### config.mk
export PLATFORM = sky130hd
export DESIGN_NAME = rb_diag_interp_pipe
export DESIGN_NICKNAME = d
export VERILOG_FILES = /design/src/rtl/rb_diag_interp_pipe.sv
export SDC_FILE = /design/constraint.sdc
export NUM_CORES = 1
export LEC_CHECK = 0
export BUFFER_PORTS_ARGS = -buffer_cell sky130_fd_sc_hd__buf_2
export CAP_MARGIN = 20
export CORE_MARGIN = 4
export CORE_UTILIZATION = 63
export CTS_BUF_LIST = sky130_fd_sc_hd__clkbuf_8
export CTS_CLUSTER_SIZE = 28
export DETAILED_ROUTE_END_ITERATION = 12
export PLACE_DENSITY_LB_ADDON = 0.2
export SLEW_MARGIN = 20
export SYNTH_ARGS = -nofsm -noshare
export SYNTH_HDL_FRONTEND = slang
export SYNTH_SLANG_ARGS = --single-unit
### constraint.sdc
create_clock -name clk -period 4.79 [get_ports clk]
set_input_delay 0.7185 -clock clk [delete_from_list [all_inputs] [get_ports clk]]
set_output_delay 0.7185 -clock clk [all_outputs]
set_load 0.03 [all_outputs]
### src/rtl/rb_diag_interp_pipe.sv
// rtl/rb_diag_interp_pipe.sv - edge-directed R/B interpolation at diagonal sites, 3-stage pipe
module rb_diag_interp_pipe #(
   parameter int DW   = 10,
   parameter int SATW = 16
) (
   input  logic            clk,
   input  logic            rst_n,
   input  logic            in_valid,
   output logic            in_ready,
   input  logic [4*DW-1:0] in_pix,
   input  logic [5*DW-1:0] in_g,
   input  logic [1:0]      in_mode,
   output logic            out_valid,
   input  logic            out_ready,
   output logic [DW-1:0]   out_rb,
   output logic            out_sat,
   output logic [SATW-1:0] sat_cnt,
   input  logic            sat_clr
);

   localparam int W = DW + 3;
   typedef logic signed [W-1:0] sw_t;

   localparam sw_t MAXV = sw_t'({3'b000, {DW{1'b1}}});

   function automatic sw_t ext(input logic [DW-1:0] v);
      return sw_t'({3'b000, v});
   endfunction

   function automatic sw_t abs_s(input sw_t x);
      return (x < 0) ? -x : x;
   endfunction

   logic [DW-1:0] d33, d35, d53, d55, g44, g33, g35, g53, g55;
   assign d33 = in_pix[DW-1:0];
   assign d35 = in_pix[2*DW-1:DW];
   assign d53 = in_pix[3*DW-1:2*DW];
   assign d55 = in_pix[4*DW-1:3*DW];
   assign g44 = in_g[DW-1:0];
   assign g33 = in_g[2*DW-1:DW];
   assign g35 = in_g[3*DW-1:2*DW];
   assign g53 = in_g[4*DW-1:3*DW];
   assign g55 = in_g[5*DW-1:4*DW];

   // One global enable: the whole pipe freezes only when the output is blocked.
   logic advance;
   assign advance  = !(out_valid && !out_ready);
   assign in_ready = advance;

   sw_t d45_c, d135_c, c45_c, c135_c, cavg_c, cbil_c;
   always_comb begin
      d45_c  = abs_s(ext(d35) - ext(d53)) + abs_s((ext(g44) <<< 1) - ext(g35) - ext(g53));
      d135_c = abs_s(ext(d33) - ext(d55)) + abs_s((ext(g44) <<< 1) - ext(g33) - ext(g55));
      c45_c  = (ext(d35) >>> 1) + (ext(d53) >>> 1) + ext(g44)
               - (ext(g35) >>> 1) - (ext(g53) >>> 1);
      c135_c = (ext(d33) >>> 1) + (ext(d55) >>> 1) + ext(g44)
               - (ext(g33) >>> 1) - (ext(g55) >>> 1);
      cavg_c = (ext(d33) >>> 2) + (ext(d35) >>> 2) + (ext(d53) >>> 2) + (ext(d55) >>> 2)
               + ext(g44)
               - (ext(g33) >>> 2) - (ext(g35) >>> 2) - (ext(g53) >>> 2) - (ext(g55) >>> 2);
      cbil_c = (ext(d33) + ext(d35) + ext(d53) + ext(d55)) >>> 2;
   end

   logic       s1_valid, s2_valid;
   sw_t        s1_d45, s1_d135, s1_c45, s1_c135, s1_cavg, s1_cbil;
   logic [1:0] s1_mode;
   sw_t        s2_val;

   sw_t sel_c;
   always_comb begin
      sel_c = s1_cavg;
      case (s1_mode)
         2'd1:    sel_c = s1_cavg;
         2'd2:    sel_c = s1_cbil;
         default: begin
            if (s1_d45 < s1_d135)      sel_c = s1_c45;
            else if (s1_d45 > s1_d135) sel_c = s1_c135;
            else                       sel_c = s1_cavg;
         end
      endcase
   end

   logic [DW-1:0] clamp_c;
   logic          clamp_sat_c;
   always_comb begin
      clamp_c     = s2_val[DW-1:0];
      clamp_sat_c = 1'b0;
      if (s2_val < 0) begin
         clamp_c     = '0;
         clamp_sat_c = 1'b1;
      end else if (s2_val > MAXV) begin
         clamp_c     = '1;
         clamp_sat_c = 1'b1;
      end
   end

   always_ff @(posedge clk or negedge rst_n) begin
      if (!rst_n) begin
         s1_valid  <= 1'b0;
         s2_valid  <= 1'b0;
         out_valid <= 1'b0;
         out_rb    <= '0;
         out_sat   <= 1'b0;
      end else if (advance) begin
         s1_valid  <= in_valid;
         s2_valid  <= s1_valid;
         out_valid <= s2_valid;
         if (s2_valid) begin
            out_rb  <= clamp_c;
            out_sat <= clamp_sat_c;
         end
      end
   end

   // Payload registers carry no reset; their valid bits qualify them.
   always_ff @(posedge clk) begin
      if (advance) begin
         s1_d45  <= d45_c;
         s1_d135 <= d135_c;
         s1_c45  <= c45_c;
         s1_c135 <= c135_c;
         s1_cavg <= cavg_c;
         s1_cbil <= cbil_c;
         s1_mode <= (in_mode == 2'd3) ? 2'd0 : in_mode;
         s2_val  <= sel_c;
      end
   end

   always_ff @(posedge clk or negedge rst_n) begin
      if (!rst_n)
         sat_cnt <= '0;
      else if (sat_clr)
         sat_cnt <= '0;
      else if (out_valid && out_ready && out_sat && (sat_cnt != {SATW{1'b1}}))
         sat_cnt <= sat_cnt + SATW'(1);
   end

endmodule
Yosys cells after proc, flatten, opt, wreduce, memory -nomap -nowiden. Index checks and enable logic that the tools add are counted.

Register bits: 121. Input bits: 97. Output and inout bits: 29. Logic and storage cells: 80.

Add/subtract/negate cells: 32. Order comparisons: 8. Equality and inequality tests: 4. Multiplexer cells: 13. Bitwise logic cells: 1. Reduce and logical (&&, ||, !) cells: 8.

Operator list (count): $mux W13 (6); $lt A13 B1 Y1 const B (3); $sub A13 B9 Y13 (3); $add A10 B10 Y11 (3); $mux W16 (2); $add A13 B13 Y13 (2); $neg A11 Y13 (2); $neg A13 Y13 (2); $pmux W13 S2 (1); $sub A12 B10 Y13 (2); $sub A12 B11 Y13 (2); $add A11 B10 Y12 (2); $sub A11 B10 Y12 (2); $sub A11 B9 Y12 (2); $lt A11 B1 Y1 const B (2); $sub A10 B10 Y11 (2); $add A9 B9 Y10 (2); $mux W10 (2); $add A16 B1 Y16 const B (1); $ne A16 B16 Y1 const B (1); $add A12 B10 Y13 (1); $gt A13 B11 Y1 const B (1); $gt A13 B13 Y1 (1); $lt A13 B13 Y1 (1); other kinds (12) (18).

Depth between registers and ports, before layout. Gate-level depths: netlist (run 1).

Depth in word-level cells: 8. Depth in mapped cells: 27. Gate-level depth less buffers: 26.

Least setup slack after synthesis (run 1). No wires, ideal clock.

Path kind: input port to flip-flop. From: input port in_g[21]. To: register s1_d45[12], data pin. Data arrival time: 5.161 ns. Setup slack: -0.630 ns. Stages: 27. Path buffers: 1. Cell sequence: inv_1 ha_1 nor2b_1 o21a_1 o21ai_1 nand2b_1 a21oi_1 xnor2_1 ha_1 nand3_1 a21oi_1 or4_1 a21oi_2 o21a_1 a21oi_1 buf_2 nor2_1 xnor2_1 ha_1 nor2b_1 o21ai_0 nand2b_1 a21o_1 a21o_1 a31oi_1 o211ai_1 o31a_1.

Cells in the longest elaborated chain, start to end: 5.

RTL lines: start, declared (RTL line 11) `input logic [5*DW-1:0] in_g,`; $sub A11 B10 Y12 (*) (RTL line 52) `d45_c = abs_s(ext(d35) - ext(d53)) + abs_s((ext(g44) <<< 1) - ext(g35) - ext(g53));`; $sub A12 B11 Y13 (*) (RTL line 52); $neg A13 Y13 or $lt A13 B1 Y1 (tied branches) (RTL line 31) `return (x < 0) ? -x : x;`; $mux W13 (*) (RTL line 31); $add A13 B13 Y13 (*) (RTL line 52); via d45_c[12] (RTL line 50) `sw_t d45_c, d135_c, c45_c, c135_c, cavg_c, cbil_c;`; end signal, assigned (RTL line 118) `s1_d45 <= d45_c;`; end, declared (RTL line 65) `sw_t s1_d45, s1_d135, s1_c45, s1_c135, s1_cavg, s1_cbil;`.

The timed path passes the listed nets; every way through them passes the cells marked *. A chain may end at the register's enable or synchronous reset.

Worst setup path after layout (run 1).
From: input port in_g[21]. To: register s1_d45[11], data pin.

The elaborated chain is that of the path after synthesis.

==> qor.yml, run 1 <==
status: "finished, violations left"
failed_checks: "negative setup slack"
synth-edff-count: 90
gp_congestion: 1.012
dr.pass1.iters: 7
avgViaCountPerCell: 5.941
drt_wl_total_um: 42670
die_x_um: 158.3
period_share_pct: 106.4
grt_max_degree: 55
seq_area_um2: 3453
rows: 54
syn2layout_area_growth_pct: 25.33
fin_util_pct: 80.96
tightest_slew_ns: 0.8424
drt_iter0_markers: 1168
setup_tns_ns: -1.993
detail_route.wl_per_cell_um: 20.08
dpl_cell_area_um2: 16880
grt_pass1_wl_um: 64180
hpwl_um: 33440
leakagePower_nw: 8.589
worst-r2r-cell-count: 8
cp_max_fo: 3
setup_viol: 13
drv_slew: 0
arrival_ns: 5.32
final_area_um2: 17830
async_flop_share_pct: 25.00
yosys.area.top_type: "edfxtp_1"
grt.total_usage_pct: 33.34
synth_top_cell_area_share_pct: 18.99
hold_viol: 0
cts.sinks: 120
drv_cap: 0
synthTopCellsByArea: "edfxtp_1 19%, fa_1 17%, ha_1 15%"
synth_seq_cells: 120
cts_buffers: 17
cp.required_ns: 5.01
clockRootBuffer: "clkbuf_8"
drc: 0
r2r_start: "s1_d45[10]"
nets: 2221
yosys_warnings: 0
peakVddDrop_mv: 0.4898
cts_htree_levels: 4
slowest_delay_ns: 0.31
rrSetupSlack_ns: 2.16
clockBufferDepth: 2
grt_pass1_vias: 12500
cts.clk_slew.worst_paths_ns: 0.10
n_antenna_cell: 0
io_pins: 126
synthTopCellsByCount: "194 x inv_1, 168 x ha_1, 124 x fa_1, 107 x nor2_1, 92 x xnor2_1"
antenna_found_initial: 1
cts_tree: "yes"
p_total_mw: 10.84
insertion_delay_ns: 0.47
start_kind: "primary input"
multiInputGateArea_um2: 10370
yosysSeqAreaShare_pct: 24.27
worstReg2RegEnd: "s2_val[8]"
netlist_instances: 1458
relSlewSlack_pct: 43.84
start_util_pct: 64.60
synth.most_common_cell: "inv_1"
synth_cell_types: 74
holdBufCountCts: 0
layout_setup_ws_ns: -0.3065
critical_path_class: "in -> reg"
synth_ff_type: "edfxtp_1"
fin_skew_ns: 0.02120
min_path_type: "in -> async"
ant_nets: 0
grt_overflow: 0
num_vias: 12630
drive_gt1_share_pct: 27.26
rsz0062_at_grt: "yes"
slowest_stage: "ha_1"
critPathCaptureType: "flop"
io_buffers: 125
syn-cell-area_um2: 14230
fin_crit_ns: 5.096
power_density_nw_per_um2: 608.1
synth.avg_cell_area_um2: 9.759
max_freq_mhz: 196.2
coreArea_um2: 22030
path_common_cell: "a21oi_2"
fill_cells: 1398
die_y_um: 158.3
die_area_um2: 25050
## worst max path at each step
stage              from          to  depth (start not counted)
2_1_floorplan   in_g[0]  s1_d45[12]                         26
3_3_place_gp   in_g[21]  s1_d45[12]                         27
3_5_place_dp   in_g[21]  s1_d45[12]                         27
4_1_cts        in_g[21]  s1_d45[12]                         27
5_1_grt        in_g[21]  s1_d45[11]                         29
6_report       in_g[21]  s1_d45[11]                         29
## repair_timing
action,4_1_cts,5_1_grt
pin swaps,24,60
setup endpoints to repair,7,16
setup buffers,14,15
gates resized for setup,25,56
## layer usage
metal	global-route usage [%]	up-vias	wire length, µm
li1	-	5804	-
met1	45.93	6142	17540
met4	11.33	2	1547
met5	0	-	11
met3	5.572	104	3477
met2	54.05	573	20090
## cell type report
| cell class | instances | area share (%) |
|---|---|---|
| Multi-Input combinational cell | 1123 | 58.13 |
| Sequential cell | 120 | 19.37 |
| Timing Repair Buffer | 372 | 14.21 |
| Inverter | 198 | 4.210 |
| Tap cell | 280 | 1.965 |
| Clock buffer | 17 | 1.312 |
| Clock inverter | 15 | 0.8069 |
## worst max-delay path: cells and delay by family
kind | cells | cell delay [ns]
compound gates | 17 | 2.62
fa+ha+maj | 3 | 0.83
buf+inv | 5 | 0.56
xor+xnor | 2 | 0.34
simple gates | 2 | 0.23
## power breakdown
| part | internal (mW) | total, mW | switching (mW) | leakage (nW) |
|---|---|---|---|---|
| combinational | 3.76 | 7.72 | 3.97 | 7.09 |
| sequential | 1.95 | 2.17 | 0.218 | 1.30 |
| clock | 0.422 | 0.950 | 0.528 | 0.196 |
## flip-flops by register name, indices dropped and copies added, names as in the netlist, 2 cells and up
signal	cells
out_rb	10
s1_c135	13
s1_c45	13
s1_cavg	13
s1_cbil	10
s1_d135	13
s1_d45	13
s1_mode	2
s2_val	13
sat_cnt	16
## through the flow
| step | setup WS [ns] | hold slack (ns) | instances |
|---|---|---|---|
| detailed placement | -0.6483 | 0.4645 | 2066 |
| global placement | -0.5099 | 0.4561 | 2066 |
| finish | -0.3065 | 0.2690 | 2125 |
| CTS | -0.1222 | 0.2726 | 2112 |
| floorplan | -0.3899 | 0.4229 | 1459 |
| global route | -0.5627 | 0.3161 | 2125 |
## logic make-up after synthesis
kind of cell               count (synthesis)  share of synthesized area [%]
AOI/OAI and AO/OA                        316                          14.56
xor gates and xnor gates                 153                          9.418
adders and majority gates                292                          32.22
buffers and inverters                    216                          5.725
DFF                                      120                          24.27
muxes                                     34                          2.532
other                                      1                        0.02636
and+or+nand+nor                          326                          11.25
## cell usage in the layout (no fill, tap or decap), drive strengths merged, types with 6 or more instances in the layout
| cell | count |
|---|---|
| buf | 372 |
| inv | 204 |
| ha | 168 |
| fa | 124 |
| nor2 | 107 |
| xnor2 | 92 |
| edfxtp | 90 |
| a21oi | 85 |
| nand2 | 72 |
| o21ai | 63 |
| xor2 | 61 |
| a21o | 43 |
| dfrtp | 30 |
| nor2b | 26 |
| nand2b | 25 |
| nor3 | 19 |
| mux2i | 18 |
| clkbuf | 17 |
| mux2 | 16 |
| o21a | 16 |
| o31ai | 16 |
| nand3 | 16 |
| a221oi | 10 |
| a31oi | 10 |
| a211oi | 10 |
| nand4 | 9 |
| or2 | 8 |
| o21bai | 7 |
| o31a | 7 |
| nor4 | 7 |
| clkinv | 7 |
| o211ai | 6 |
| or3 | 6 |
Power figures use the tool's default switching activity.
==> run 2, diff against run 1 <==
==> constraint.sdc (replaced) <==
create_clock -name clk -period 4.7 [get_ports clk]
set_input_delay 0.705 -clock clk [delete_from_list [all_inputs] [get_ports clk]]
set_output_delay 0.705 -clock clk [all_outputs]
set_load 0.03 [all_outputs]
==> qor.yml, run 2 (synthesis results as in run 1) <==
multiInputGateArea_um2: 10420  # +0.53%
arrival_ns: 5.06  # -0.26 ns
failed_checks: "negative setup slack"
wl_met1_um: 17430  # -0.65%
start_util_pct: 64.60  # unchanged
start_kind: "primary input"
min_path_type: "in -> async"
period_share_pct: 103.7
cts_tree: "yes"
rsz0062_at_grt: "yes"
fin_skew_ns: 0.01992  # -0.001288 ns
r2r_start: "s1_d45[12]"
p_total_mw: 11.20  # +3.3%
drv_slew: 0  # unchanged
fill_cells: 1363  # -2.5%
drc: 0  # unchanged
antenna_found_initial: 0  # -1
rows: 54  # unchanged
nets: 2263  # +1.9%
coreArea_um2: 22030  # unchanged
critPathCaptureType: "flop"
final_cell_mix: "285 x buf_4, 189 x inv_1, 160 x ha_1"
max_freq_mhz: 205.1
drt_wl_total_um: 43740  # +2.5%
setup_tns_ns: -0.9764  # +1.017 ns
cts.clk_slew.worst_paths_ns: 0.10  # about the same
drive_gt1_share_pct: 29.52  # +2.3 points
n_antenna_cell: 0  # unchanged
insertion_delay_ns: 0.46  # about the same
dr.max_layer_used: "met4"
cp-startpoint: "in_g[0]"
fin_crit_ns: 4.876
io_pins: 126  # unchanged
gp_congestion: 1.020  # +0.82%
clockRootBuffer: "clkbuf_8"
status: "finished, violations left"
cts_buffers: 17  # unchanged
hpwl_um: 35690  # +6.7%
drv_cap: 0  # unchanged
leakagePower_nw: 8.799  # +2.4%
grt_overflow: 0  # unchanged
clockBufferDepth: 2  # unchanged
largest_reg_flops: 16  # unchanged
finalNonFillerCells: 2167  # +2.0%
seq_area_um2: 3453  # unchanged
dp.cells: 2108  # +2.0%
power_density_nw_per_um2: 614.8  # +1.1%
met3_length_um: 2957  # -15%
grt_max_degree: 51  # -7.3%
dpl_cell_area_um2: 17240  # +2.1%
drt_iter0_markers: 891  # -24%
syn2layout_area_growth_pct: 28.04
tightest_slew_ns: 0.8554  # +0.01303 ns
relSlewSlack_pct: 42.97  # -0.87 points
die_area_um2: 25050  # unchanged
cp_max_fo: 5  # +2
largest_register: "sat_cnt"
avgViaCountPerCell: 5.856  # -1.4%
final_area_um2: 18220  # +2.2%
layout_setup_ws_ns: -0.1757  # +0.1308 ns
holdBufCountCts: 0  # unchanged
grt_pass1_vias: 12890  # +3.1%
dr.pass1.iters: 8  # +1
setup_viol: 8  # -5
die_x_um: 158.3  # unchanged
peakVddDrop_mv: 0.5907  # +21%
fin_util_pct: 82.71  # +1.8 points
pre_cts_ws_ns: -0.8003  # -0.1519 ns
grt_pass1_wl_um: 66110  # +3.0%
cts.sinks: 120  # unchanged
hold_viol: 0  # unchanged
ant_nets: 0  # unchanged
cp.required_ns: 4.88  # -0.13 ns
cts_htree_levels: 4  # unchanged
met2RoutedLength_um: 21150  # +5.3%
grt.total_usage_pct: 34.50  # +1.2 points
critical_path_class: "in -> reg"
die_y_um: 158.3  # unchanged
io_buffers: 125  # unchanged
whs_ns: 0.2681  # -0.0009100 ns
num_vias: 12690  # +0.52%
layout_commonest_cell: "buf_4"
detail_route.wl_per_cell_um: 20.18  # +0.52%
-- run 2: final cells by class --
class / count / area share (%)
clock buffer: 17 / 1.284
tap: 280 / 1.923
timing repair buffer: 413 / 15.53
multi-input combinational: 1124 / 57.20
inverter: 198 / 4.107
sequential: 120 / 18.95
clock inverter: 15 / 0.9958
-- run 2: worst paths after layout --
kind / depth (start not counted) / to / slack [ns]
max: 27 / s1_d135[10] / -0.18
min: 1 / out_valid / 0.27
max reg2reg: 8 / s2_val[4] / 2.09
min reg2reg: 2 / out_rb[5] / 0.48
max in group asynchronous: 1 / sat_cnt[5] / 4.00
min in group clk: 2 / out_rb[5] / 0.48
-- run 2: power by group --
part	switching [mW]	internal, mW
Combinational	4.15	3.83
Sequential	0.205	1.99
Clock	0.532	0.496
Total	4.88	6.32
-- run 2: timing repair --
item / 4_1_cts / 5_1_grt
setup buffers: 9 / 20
resized for setup: 31 / 53
setup endpoints to repair: 11 / 17
pin swaps: 25 / 58
hold endpoints to repair: 0 / 0
cloned: 0 / 1
-- run 2: worst max-delay path, cell delays in order --
cell	delay, ns
buf_12	0.11
buf_4	0.12
buf_6	0.11
ha_4	0.22
nor2b_4	0.12
o31a_1	0.28
o21a_1	0.20
nor2_2	0.12
xnor2_1	0.08
ha_2	0.33
o21ai_2	0.07
buf_4	0.14
a21oi_2	0.12
o21ai_2	0.09
o21ai_4	0.17
o21a_4	0.22
nor2_4	0.05
xnor2_2	0.12
ha_1	0.34
nor2b_4	0.14
o21ai_2	0.17
a21boi_2	0.09
o21ai_1	0.12
nand2b_1	0.12
a311oi_2	0.35
o211ai_1	0.18
xor2_1	0.18
-- run 2: per-layer routing --
layer  global-route usage, %  vias to the layer above
li1                        -                     5900
met1                   44.20                     6137
met2                   58.06                      535
met3                   5.463                      119
met4                   15.48                        0
met5                       0                        -
==> run 3, diff against run 2 <==
--- a/config.mk
+++ b/config.mk
@@ -9,10 +9,11 @@
 export CAP_MARGIN = 20
 export CORE_MARGIN = 4
 export CORE_UTILIZATION = 63
-export CTS_BUF_LIST = sky130_fd_sc_hd__clkbuf_8
+export CTS_BUF_LIST = sky130_fd_sc_hd__clkbuf_2 sky130_fd_sc_hd__clkbuf_4 sky130_fd_sc_hd__clkbuf_8
 export CTS_CLUSTER_SIZE = 28
 export DETAILED_ROUTE_END_ITERATION = 12
 export PLACE_DENSITY_LB_ADDON = 0.2
+export SKIP_LAST_GASP = 1
 export SLEW_MARGIN = 20
 export SYNTH_ARGS = -nofsm -noshare
 export SYNTH_HDL_FRONTEND = slang
==> qor.yml, run 3 (synthesis results as in run 1) <==
relSlewSlack_pct: 42.58  # -0.39 points
ant_nets: 0  # unchanged
rsz0062_at_grt: "yes"
hold_viol: 0  # unchanged
fin_crit_ns: 4.868  # -0.007884 ns
cp.required_ns: 4.90  # +0.02 ns
antenna_found_initial: 0  # unchanged
period_share_pct: 103.6  # -0.17 points
syn2layout_area_growth_pct: 28.10  # about the same
layout_commonest_cell: "buf_4"
r2r_start: "s1_d45[12]"
nets: 2263  # unchanged
critical_path_class: "in -> reg"
holdBufCountCts: 0  # unchanged
setup_viol: 8  # unchanged
io_pins: 126  # unchanged
detail_route.wl_per_cell_um: 20.16  # -0.13%
grt_pass1_vias: 12890  # -0.0078%
dp.cells: 2108  # unchanged
cts_tree: "yes"
grt_pass1_wl_um: 66120  # about the same
fin_util_pct: 82.75  # about the same
worstReg2RegEnd: "s2_val[4]"
clockRootBuffer: "clkbuf_8"
cts_htree_levels: 4  # unchanged
grt_max_degree: 51  # unchanged
status: "finished, violations left"
failed_checks: "negative setup slack"
coreArea_um2: 22030  # unchanged
n_antenna_cell: 0  # unchanged
die_x_um: 158.3  # unchanged
drive_gt1_share_pct: 29.57  # +0.053 points
grt.total_usage_pct: 34.51  # about the same
dr.pass1.iters: 9  # +1
finalNonFillerCells: 2167  # unchanged
die_area_um2: 25050  # unchanged
peakVddDrop_mv: 0.5931  # +0.41%
cts.sinks: 120  # unchanged
io_buffers: 125  # unchanged
max_freq_mhz: 205.4  # +0.16%
grt_overflow: 0  # unchanged
fill_cells: 1355  # -0.59%
seq_area_um2: 3453  # unchanged
tightest_slew_ns: 0.8612  # +0.005841 ns
rrSetupSlack_ns: 2.09  # about the same
drt_wl_total_um: 43680  # -0.13%
num_vias: 12760  # +0.56%
start_util_pct: 64.60  # unchanged
avgViaCountPerCell: 5.889  # +0.56%
gp_congestion: 1.020  # unchanged
drt_iter0_markers: 939  # +5.4%
clockBufferDepth: 2  # unchanged
arrival_ns: 5.07  # about the same
min_path_type: "in -> async"
layout_setup_ws_ns: -0.1678  # +0.007884 ns
drv_cap: 0  # unchanged
slowest_stage: "a21oi_4"
drc: 0  # unchanged
die_y_um: 158.3  # unchanged
worst-path-stages: 26  # -3.7%
start_kind: "primary input"
cts_buffers: 17  # unchanged
largest_reg_flops: 16  # unchanged
multiInputGateArea_um2: 10430  # about the same
critPathCaptureType: "flop"
final_cell_mix: "285 x buf_4, 189 x inv_1, 160 x ha_1"
insertion_delay_ns: 0.46  # about the same
slowest_delay_ns: 0.31  # -0.04 ns
hpwl_um: 35690  # unchanged
path_buf_inv: 4  # unchanged
cts.clk_slew.worst_paths_ns: 0.10  # about the same
drv_slew: 0  # unchanged
rows: 54  # unchanged
worst-r2r-cell-count: 8  # unchanged
largest_register: "sat_cnt"
cp_max_fo: 6  # +1
power_density_nw_per_um2: 616.2  # +0.22%
fin_skew_ns: 0.01717  # -0.002746 ns
leakagePower_nw: 8.805  # about the same
critical_path.top_delay_family: "compound AO/OA/AOI/OAI gates"
run 3: area by class of cell:
class                      instances  share of cell area, %
tap                              280                  1.922
sequential                       120                  18.95
clock inverter                    15                 0.9954
inverter                         198                  4.105
timing repair buffer             413                  15.53
multi-input combinational       1124                  57.22
clock buffer                      17                  1.284
run 3: how the worst max path moves through the flow:
stage | to | slack, ns | from
4_1_cts | s1_d45[12] | -0.11 | in_g[0]
6_report | s1_d45[12] | -0.17 | in_g[22]
5_1_grt | s1_d45[12] | -0.36 | in_g[0]
3_5_place_dp | s1_d135[10] | -0.80 | in_g[0]
2_1_floorplan | s1_d45[12] | -0.47 | in_g[0]
3_3_place_gp | s1_d45[12] | -0.64 | in_g[21]
run 3: worst register-to-register path, cell delays in order, from the launching register on:
cell      delay, ns
edfxtp_1       0.39
ha_1           0.35
or4b_1         0.47
a21oi_1        0.13
o21ai_1        0.08
o21ai_1        0.17
buf_4          0.34
mux2i_1        0.27
a21oi_1        0.11
run 3: metrics by stage:
step                      power, mW  hold WS, ns  cell area, µm²  setup slack [ns]  setup TNS (ns)
after floorplan               6.842       0.4094           14370           -0.4664          -1.726
after global placement        9.304       0.4541           17240           -0.6405          -9.215
after detailed placement      9.616       0.4675           17240           -0.8003          -12.50
after CTS                     10.82       0.2654           17860           -0.1135         -0.2984
after global routing          11.99       0.3057           18230           -0.3591          -2.732
final                         11.23       0.2704           18230           -0.1678         -0.8940
run 3: what timing repair did:
action / CTS / global route
setup endpoints to repair: 11 / 17
gates resized for setup: 31 / 54
gates cloned: 0 / 1
pin swaps: 25 / 58
buffers inserted: 9 / 20
run 3: where the power goes:
part	leakage, nW	switching [mW]	internal [mW]
clock	0.211	0.532	0.496
sequential	1.30	0.206	1.99
combinational	7.29	4.16	3.85
run 3: routing by layer:
layer | wire length [µm] | GRT usage (%)
met5 | 0 | 0
met4 | 2182 | 15.48
met3 | 3127 | 5.463
met2 | 20960 | 58.06
met1 | 17410 | 44.21
